--- src/rtl/npc_ctrl_fsm_pkg.sv ---
// Shared types for the NPC control sequencer: decoder optype/option codes,
// FSM states, trap causes and the 3-bit debug view of the state.
package npc_ctrl_fsm_pkg;

  typedef enum logic [2:0] {
    TYPE_R = 3'd0,
    TYPE_I = 3'd1,
    TYPE_S = 3'd2,
    TYPE_B = 3'd3,
    TYPE_U = 3'd4,
    TYPE_J = 3'd5,
    NOTYPE = 3'd7
  } optype_e;

  typedef enum logic [5:0] {
    inst_lui, inst_auipc, inst_jal, inst_jalr,
    inst_beq, inst_bne, inst_blt, inst_bge, inst_bltu, inst_bgeu,
    inst_lb, inst_lh, inst_lw, inst_lbu, inst_lhu,
    inst_sb, inst_sh, inst_sw,
    inst_addi, inst_slti, inst_sltiu, inst_xori, inst_ori, inst_andi,
    inst_slli, inst_srli, inst_srai,
    inst_add, inst_sub, inst_sll, inst_slt, inst_sltu,
    inst_xor, inst_srl, inst_sra, inst_or, inst_and,
    inst_ecall, inst_ebreak, inst_csrrw, inst_csrrs, inst_mret
  } option_e;

  typedef enum logic [3:0] {
    S_IDLE, S_FETCH, S_IWAIT, S_DECODE, S_EXEC,
    S_MEM, S_MWAIT, S_WB, S_HALT, S_TRAP
  } state_e;

  typedef enum logic [1:0] {
    CAUSE_IFU_ERR = 2'd0,
    CAUSE_LSU_ERR = 2'd1,
    CAUSE_TIMEOUT = 2'd2,
    CAUSE_ILLEGAL = 2'd3
  } cause_e;

  // Ten states share a 3-bit debug port: each request/wait pair folds into one code.
  function automatic logic [2:0] state_dbg(state_e s);
    case (s)
      S_IDLE:           return 3'd0;
      S_FETCH, S_IWAIT: return 3'd1;
      S_DECODE:         return 3'd2;
      S_EXEC:           return 3'd3;
      S_MEM, S_MWAIT:   return 3'd4;
      S_WB:             return 3'd5;
      S_HALT:           return 3'd6;
      default:          return 3'd7;
    endcase
  endfunction

endpackage

--- src/rtl/npc_ctrl_fsm_if.sv ---
// Instruction-fetch and load/store valid/ready bus between the sequencer
// (master) and the memory side (slave).
interface npc_ctrl_fsm_if;
  logic        ifu_req_valid_o;
  logic        ifu_req_ready_i;
  logic [31:0] ifu_addr_o;
  logic        ifu_resp_valid_i;
  logic [31:0] ifu_resp_data_i;
  logic        ifu_resp_err_i;
  logic        lsu_req_valid_o;
  logic        lsu_req_ready_i;
  logic        lsu_req_wen_o;
  logic        lsu_resp_valid_i;
  logic        lsu_resp_err_i;

  modport master (
    output ifu_req_valid_o, ifu_addr_o, lsu_req_valid_o, lsu_req_wen_o,
    input  ifu_req_ready_i, ifu_resp_valid_i, ifu_resp_data_i, ifu_resp_err_i,
    input  lsu_req_ready_i, lsu_resp_valid_i, lsu_resp_err_i
  );

  modport slave (
    input  ifu_req_valid_o, ifu_addr_o, lsu_req_valid_o, lsu_req_wen_o,
    output ifu_req_ready_i, ifu_resp_valid_i, ifu_resp_data_i, ifu_resp_err_i,
    output lsu_req_ready_i, lsu_resp_valid_i, lsu_resp_err_i
  );
endinterface

--- src/rtl/npc_ctrl_fsm_classify.sv ---
// Combinational classification of the decoder's optype/option into the
// control attributes the sequencer needs.
module npc_ctrl_classify
  import npc_ctrl_fsm_pkg::*;
(
  input  logic [2:0] optype,
  input  logic [5:0] option,
  output logic       is_mem,
  output logic       is_store,
  output logic       rf_we,
  output logic       csr_we,
  output logic       is_halt,
  output logic       illegal
);

  always_comb begin
    illegal  = !(optype inside {TYPE_R, TYPE_I, TYPE_S, TYPE_B, TYPE_U, TYPE_J});
    is_store = option inside {inst_sb, inst_sh, inst_sw};
    is_mem   = is_store || (option inside {inst_lb, inst_lh, inst_lw, inst_lbu, inst_lhu});
    csr_we   = option inside {inst_csrrw, inst_csrrs};
    is_halt  = !illegal && (option == inst_ebreak);
    // System ops ride on I-type but never write rd, except the CSR reads.
    rf_we    = ((optype inside {TYPE_R, TYPE_I, TYPE_U, TYPE_J}) &&
                !(option inside {inst_ecall, inst_ebreak, inst_mret})) || csr_we;
  end

endmodule

--- src/rtl/npc_ctrl_fsm.sv ---
// Multi-cycle NPC sequencer: fetch over valid/ready, decode settle, execute,
// optional memory access, writeback; detects halt, bus errors, timeouts, illegal ops.
module npc_ctrl_fsm
  import npc_ctrl_fsm_pkg::*;
#(
  parameter logic [31:0] RESET_PC = 32'h8000_0000,
  parameter int unsigned TIMEOUT  = 16,
  parameter int unsigned CNT_W    = 32
) (
  input  logic             clk_i,
  input  logic             rst_n_i,
  input  logic             start_i,
  npc_ctrl_fsm_if.master   bus,
  output logic [31:0]      ir_o,
  input  logic [2:0]       decode_optype_i,
  input  logic [5:0]       decode_option_i,
  input  logic [31:0]      next_pc_i,
  output logic             rf_wen_o,
  output logic             csr_wen_o,
  output logic [31:0]      pc_o,
  output logic             halt_o,
  output logic             trap_o,
  output logic [1:0]       trap_cause_o,
  output logic [2:0]       state_o,
  output logic [CNT_W-1:0] inst_cnt_o
);

  localparam int unsigned TMO_W = $clog2(TIMEOUT + 1);

  state_e             state, state_nxt;
  cause_e             cause_q, cause_nxt;
  logic [31:0]        pc_q, ir_q;
  logic [CNT_W-1:0]   cnt_q;
  logic [TMO_W-1:0]   tmo_q;
  logic               ir_load, pc_load, cnt_inc, trap_set;
  logic               waiting, tmo_hit;
  logic               is_mem, is_store, rf_we, csr_we, is_halt, illegal;

  npc_ctrl_classify u_classify (
    .optype   (decode_optype_i),
    .option   (decode_option_i),
    .is_mem   (is_mem),
    .is_store (is_store),
    .rf_we    (rf_we),
    .csr_we   (csr_we),
    .is_halt  (is_halt),
    .illegal  (illegal)
  );

  assign waiting = state inside {S_FETCH, S_IWAIT, S_MEM, S_MWAIT};
  assign tmo_hit = waiting && (tmo_q == TMO_W'(TIMEOUT - 1));

  always_comb begin
    state_nxt = state;
    cause_nxt = CAUSE_IFU_ERR;
    trap_set  = 1'b0;
    ir_load   = 1'b0;
    pc_load   = 1'b0;
    cnt_inc   = 1'b0;
    case (state)
      S_IDLE: if (start_i) state_nxt = S_FETCH;
      S_FETCH: begin
        if (bus.ifu_req_ready_i) state_nxt = S_IWAIT;
        else if (tmo_hit) begin state_nxt = S_TRAP; trap_set = 1'b1; cause_nxt = CAUSE_TIMEOUT; end
      end
      S_IWAIT: begin
        // A response in its final allowed cycle still wins over the timeout.
        if (bus.ifu_resp_valid_i) begin
          if (bus.ifu_resp_err_i) begin state_nxt = S_TRAP; trap_set = 1'b1; cause_nxt = CAUSE_IFU_ERR; end
          else begin state_nxt = S_DECODE; ir_load = 1'b1; end
        end else if (tmo_hit) begin state_nxt = S_TRAP; trap_set = 1'b1; cause_nxt = CAUSE_TIMEOUT; end
      end
      S_DECODE: begin
        if (illegal) begin state_nxt = S_TRAP; trap_set = 1'b1; cause_nxt = CAUSE_ILLEGAL; end
        else if (is_halt) begin state_nxt = S_HALT; cnt_inc = 1'b1; end
        else state_nxt = S_EXEC;
      end
      S_EXEC: state_nxt = is_mem ? S_MEM : S_WB;
      S_MEM: begin
        if (bus.lsu_req_ready_i) state_nxt = S_MWAIT;
        else if (tmo_hit) begin state_nxt = S_TRAP; trap_set = 1'b1; cause_nxt = CAUSE_TIMEOUT; end
      end
      S_MWAIT: begin
        if (bus.lsu_resp_valid_i) begin
          if (bus.lsu_resp_err_i) begin state_nxt = S_TRAP; trap_set = 1'b1; cause_nxt = CAUSE_LSU_ERR; end
          else state_nxt = S_WB;
        end else if (tmo_hit) begin state_nxt = S_TRAP; trap_set = 1'b1; cause_nxt = CAUSE_TIMEOUT; end
      end
      S_WB: begin
        state_nxt = S_FETCH;
        pc_load   = 1'b1;
        cnt_inc   = 1'b1;
      end
      S_HALT, S_TRAP: state_nxt = state;
      default: state_nxt = S_IDLE;
    endcase
  end

  always_ff @(posedge clk_i or negedge rst_n_i) begin
    if (!rst_n_i) begin
      state   <= S_IDLE;
      pc_q    <= RESET_PC;
      ir_q    <= '0;
      cnt_q   <= '0;
      tmo_q   <= '0;
      cause_q <= CAUSE_IFU_ERR;
    end else begin
      state <= state_nxt;
      if (ir_load)  ir_q    <= bus.ifu_resp_data_i;
      if (pc_load)  pc_q    <= next_pc_i;
      if (cnt_inc)  cnt_q   <= cnt_q + CNT_W'(1);
      if (trap_set) cause_q <= cause_nxt;
      if (state_nxt != state) tmo_q <= '0;
      else if (waiting)       tmo_q <= tmo_q + TMO_W'(1);
    end
  end

  assign bus.ifu_req_valid_o = (state == S_FETCH);
  assign bus.ifu_addr_o      = pc_q;
  assign bus.lsu_req_valid_o = (state == S_MEM);
  assign bus.lsu_req_wen_o   = (state == S_MEM) && is_store;
  assign rf_wen_o            = (state == S_WB) && rf_we;
  assign csr_wen_o           = (state == S_WB) && csr_we;
  assign halt_o              = (state == S_HALT);
  assign trap_o              = (state == S_TRAP);
  assign trap_cause_o        = cause_q;
  assign pc_o                = pc_q;
  assign ir_o                = ir_q;
  assign inst_cnt_o          = cnt_q;
  assign state_o             = state_dbg(state);

endmodule

--- src/flat_wrapper.sv ---
// flat-port wrapper written by rule: the top's interface ports become plain ports
module npc_ctrl_fsm_flat import npc_ctrl_fsm_pkg::*;
#(
  parameter logic [31:0] RESET_PC = 32'h8000_0000,
  parameter int unsigned TIMEOUT  = 16,
  parameter int unsigned CNT_W    = 32
)
  (clk_i, rst_n_i, start_i, ir_o, decode_optype_i, decode_option_i, next_pc_i, rf_wen_o, csr_wen_o, pc_o, halt_o, trap_o, trap_cause_o, state_o, inst_cnt_o, bus_ifu_req_valid_o, bus_ifu_addr_o, bus_lsu_req_valid_o, bus_lsu_req_wen_o, bus_ifu_req_ready_i, bus_ifu_resp_valid_i, bus_ifu_resp_data_i, bus_ifu_resp_err_i, bus_lsu_req_ready_i, bus_lsu_resp_valid_i, bus_lsu_resp_err_i);
  npc_ctrl_fsm_if bus_i ();
  input  logic clk_i;
  input  logic rst_n_i;
  input  logic start_i;
  output logic [31:0] ir_o;
  input  logic [2:0] decode_optype_i;
  input  logic [5:0] decode_option_i;
  input  logic [31:0] next_pc_i;
  output logic rf_wen_o;
  output logic csr_wen_o;
  output logic [31:0] pc_o;
  output logic halt_o;
  output logic trap_o;
  output logic [1:0] trap_cause_o;
  output logic [2:0] state_o;
  output logic [CNT_W-1:0] inst_cnt_o;
  output wire logic [$bits(bus_i.ifu_req_valid_o)-1:0] bus_ifu_req_valid_o;
  output wire logic [$bits(bus_i.ifu_addr_o)-1:0] bus_ifu_addr_o;
  output wire logic [$bits(bus_i.lsu_req_valid_o)-1:0] bus_lsu_req_valid_o;
  output wire logic [$bits(bus_i.lsu_req_wen_o)-1:0] bus_lsu_req_wen_o;
  input wire logic [$bits(bus_i.ifu_req_ready_i)-1:0] bus_ifu_req_ready_i;
  input wire logic [$bits(bus_i.ifu_resp_valid_i)-1:0] bus_ifu_resp_valid_i;
  input wire logic [$bits(bus_i.ifu_resp_data_i)-1:0] bus_ifu_resp_data_i;
  input wire logic [$bits(bus_i.ifu_resp_err_i)-1:0] bus_ifu_resp_err_i;
  input wire logic [$bits(bus_i.lsu_req_ready_i)-1:0] bus_lsu_req_ready_i;
  input wire logic [$bits(bus_i.lsu_resp_valid_i)-1:0] bus_lsu_resp_valid_i;
  input wire logic [$bits(bus_i.lsu_resp_err_i)-1:0] bus_lsu_resp_err_i;
  assign bus_ifu_req_valid_o = bus_i.ifu_req_valid_o;
  assign bus_ifu_addr_o = bus_i.ifu_addr_o;
  assign bus_lsu_req_valid_o = bus_i.lsu_req_valid_o;
  assign bus_lsu_req_wen_o = bus_i.lsu_req_wen_o;
  assign bus_i.ifu_req_ready_i = bus_ifu_req_ready_i;
  assign bus_i.ifu_resp_valid_i = bus_ifu_resp_valid_i;
  assign bus_i.ifu_resp_data_i = bus_ifu_resp_data_i;
  assign bus_i.ifu_resp_err_i = bus_ifu_resp_err_i;
  assign bus_i.lsu_req_ready_i = bus_lsu_req_ready_i;
  assign bus_i.lsu_resp_valid_i = bus_lsu_resp_valid_i;
  assign bus_i.lsu_resp_err_i = bus_lsu_resp_err_i;
  npc_ctrl_fsm #(.RESET_PC(RESET_PC), .TIMEOUT(TIMEOUT), .CNT_W(CNT_W)) u_core (.clk_i(clk_i), .rst_n_i(rst_n_i), .start_i(start_i), .bus(bus_i), .ir_o(ir_o), .decode_optype_i(decode_optype_i), .decode_option_i(decode_option_i), .next_pc_i(next_pc_i), .rf_wen_o(rf_wen_o), .csr_wen_o(csr_wen_o), .pc_o(pc_o), .halt_o(halt_o), .trap_o(trap_o), .trap_cause_o(trap_cause_o), .state_o(state_o), .inst_cnt_o(inst_cnt_o));
endmodule
--- config.mk ---
export PLATFORM = sky130hd
export DESIGN_NAME = npc_ctrl_fsm_flat
export DESIGN_NICKNAME = d
export VERILOG_FILES = /design/src/rtl/npc_ctrl_fsm_pkg.sv /design/src/rtl/npc_ctrl_fsm_if.sv /design/src/rtl/npc_ctrl_fsm_classify.sv /design/src/rtl/npc_ctrl_fsm.sv /design/src/flat_wrapper.sv
export SDC_FILE = /design/constraint.sdc
export NUM_CORES = 1
export LEC_CHECK = 0
export CAP_MARGIN = 40
export CORE_MARGIN = 2
export CORE_UTILIZATION = 43
export DETAILED_ROUTE_END_ITERATION = 7
export PLACE_DENSITY = 0.92
export SETUP_SLACK_MARGIN = 0.1
export SLEW_MARGIN = 15
export SYNTH_ARGS = -nofsm -noshare
export SYNTH_HDL_FRONTEND = slang
export SYNTH_HIERARCHICAL = 1
export SYNTH_SLANG_ARGS = --single-unit
--- constraint.sdc ---
create_clock -name clk_i -period 2.95 [get_ports clk_i]
set_clock_uncertainty 0.2 [all_clocks]
set_input_delay 0.59 -clock clk_i [delete_from_list [all_inputs] [get_ports clk_i]]
set_output_delay 0.59 -clock clk_i [all_outputs]
set_load 0.02 [all_outputs]
==> impl_metrics.py <==
metrics = {
    "place": {
        "port_buffers": 220,
        "place_hpwl_mm": 10.6,
        "place_congestion": 0.937,
    },
    "detailed_routing": {
        "via_per_inst": 5.15,
        "drcViolationCount": 0,
        "first_pass_iters": 5,
        "antenna_left": 0,
        "vias": 4240,
        "drtIter0Drc": 284,
        "routedWlPerCell_um": 16.9,
        "wl_mm": 13.9,
    },
    "cts": {
        "h-tree-depth": 3,
        "clkTransAtPathRegs_ps": 70,
        "cts_tree": "built",
        "cts_buffers": 9,
        "numClockSinks": 107,
        "clock_path_buffers": 2,
        "worstSkewPairLatency_ps": 340,
        "clockRootBuffer": "clkbuf_16",
    },
    "worst_setup_path": {
        "crit_chain": "clkdlybuf4s15_1, buf_4, o41a_1, o221ai_2, inv_1, nor2_2, buf_6",
        "path_buf_inv": 4,
        "slowest_stage": "o41a_1",
        "setup.worst_path.start_class": "input pin",
        "critPathMaxStageDelay_ps": 440,
        "end_kind": "output pin",
        "critical_path_class": "input pin to output pin",
        "cp_top_family": "buffers and inverters",
        "path_max_fanout": 4,
        "cp.required_ps": 2160,
        "cp.arrival_ps": 2010,
    },
    "power_and_ir_drop": {
        "ir_drop_mv": 0.661,
        "finalPower_mw": 7.46,
        "p_leak_nw": 3.43,
        "power.density_nw_per_um2": 934,
    },
    "synth": {
        "synthTopCellsByCount": "dfrtp_1, mux2_2, nand2_1",
        "ys_seq_area_frac": 0.513,
        "syn_avg_cell_area_um2": 11.5,
        "synth_ff_type": "dfrtp_1",
        "synth.most_common_cell": "dfrtp_1",
        "synth_edf_count": 0,
        "synth_cells": 455,
        "async_reset_ff_frac": 1.00,
        "syn_area_um2": 5220,
        "yosys_warnings": 6,
        "ys_ff_latch": 107,
        "synth_area_leaders": "dfrtp_1, mux2_2, buf_4, xnor2_1, nand2_1",
        "synth_top_area_cell": "dfrtp_1",
        "synth_top_area_frac": 0.508,
        "syn-num-nets": 545,
        "ys_types": 63,
    },
    "floorplanning": {
        "io_pins": 222,
        "dieArea_um2": 13000,
        "die_width_um": 114,
        "start_util": 0.438,
        "core-area_um2": 11900,
        "rows": 40,
        "die_h_um": 114,
    },
    "layout": {
        "multi_input_area_um2": 2300,
        "fin_nets": 762,
        "regArea_um2": 2680,
        "area_growth_pct": 52.9,
        "num_antenna_cells": 0,
        "drive_gt1_frac": 0.208,
        "nFillCells": 902,
    },
    "global_route": {
        "grt_pass1_wl_mm": 21.7,
        "grt_usage": 0.210,
        "grt-ovfl-total": 0,
        "antenna_found_initial": 0,
        "grt_max_degree": 57,
        "first_global_vias": 4353,
    },
    "sta": {
        "hold_viol": 0,
        "period_share": 0.948,
        "slew_headroom": 0.561,
        "finalSetupTns_ps": 0,
        "slew_violations": 0,
        "worst_pin_slew_ps": 659,
        "max_freq_mhz": 357,
        "rsz0062_at_grt": "true",
        "finalSetupViolCount": 0,
        "finalCriticalPeriod_ps": 2800,
    },
    "status": {
        "status": "complete, no violations",
    },
    "flow_run": {
        "drv_cap": 0,
    },
    "worst_hold_path": {
        "hold_path_class": "input pin to asynchronous set/reset pin",
    },
}
==> placed cells by master, fill, tap and decap left out, types with 9 or more instances in the layout <==
cell type	instances
inv_1	11
xor2_1	12
nand3_1	17
mux2_2	64
nor2_1	30
buf_4	29
clkbuf_16	9
dfrtp_1	105
xnor2_1	24
nand2_1	35
clkdlybuf4s50_1	205
==> layer usage <==
layer / vias to the layer above / global-route usage / wire (um)
met5: - / 0 / 0
met4: 0 / 0.0821 / 265
met3: 21 / 0.0381 / 754
met2: 181 / 0.390 / 7360
met1: 2062 / 0.239 / 5500
li1: 1976 / - / -
==> power breakdown <==
group | switching (mW) | total (mW) | internal [mW]
Clock | 0.530 | 1.38 | 0.855
Combinational | 1.84 | 3.74 | 1.90
Sequential | 0.367 | 2.34 | 1.97
Total | 2.73 | 7.46 | 4.73
==> path summary, 6_finish.rpt <==
check	slack, ps	startpoint	end	depth (start not counted)
worst max-delay path	150	decode_option_i[1]	rf_wen_o	7
worst min-delay path	80	rst_n_i	u_core/ir_o[23]$_DFFE_PN0P_	1
worst max register to register	160	u_core/state[0]$_DFF_PN0_	u_core/tmo_q[4]$_DFFE_PN0P_	8
worst min register to register	270	u_core/inst_cnt_o[31]$_DFFE_PN0P_	u_core/inst_cnt_o[31]$_DFFE_PN0P_	1
max in group asynchronous	1730	rst_n_i	u_core/state[0]$_DFF_PN0_	2
min in group clk_i	270	u_core/inst_cnt_o[31]$_DFFE_PN0P_	u_core/inst_cnt_o[31]$_DFFE_PN0P_	1
==> sequential cells by signal, indices dropped and copies added, names as in the netlist <==
name and cells:
u_core/state 4, u_core/ir_o 32, u_core/trap_cause_o 2, u_core/inst_cnt_o 32
u_core/bus.ifu_addr_o 32, u_core/tmo_q 5
==> cells by family after synthesis <==
kind of cell	synth area share
xor gates and xnor gates	0.0604
adders and majority gates	0.0192
and+or+nand+nor	0.133
DFF	0.513
AOI/OAI and AO/OA	0.0678
buffers and inverters	0.0652
muxes	0.142
==> layout make-up <==
type | count | share of cell area
flip-flops and latches | 107 | 0.336
repair buffers | 250 | 0.304
multi-input cells | 292 | 0.288
clock buffers | 10 | 0.0299
well taps | 147 | 0.0230
clock inverters | 6 | 0.0139
inverters | 12 | 0.00564
==> repair_timing <==
item	in CTS	in global routing
gates resized for setup	26	15
pin swaps	2	4
setup endpoints to repair	30	48
hold buffers	0	0
setup buffers	1	1
==> through the flow <==
stage / hold slack (ps) / cells / utilization / area (um^2) / setup slack (ps)
2_1_floorplan: 94.4 / 455 / - / 5240 / 102
3_3_place_gp: 267 / 806 / 0.635 / 7560 / -420
3_5_place_dp: 266 / 806 / 0.635 / 7560 / -466
4_1_cts: 97.5 / 823 / 0.666 / 7930 / 102
5_1_grt: 123 / 824 / 0.670 / 7980 / 40.7
6_report: 79.5 / 824 / 0.670 / 7980 / 152
Note: power is estimated with default switching activity, not from simulation.
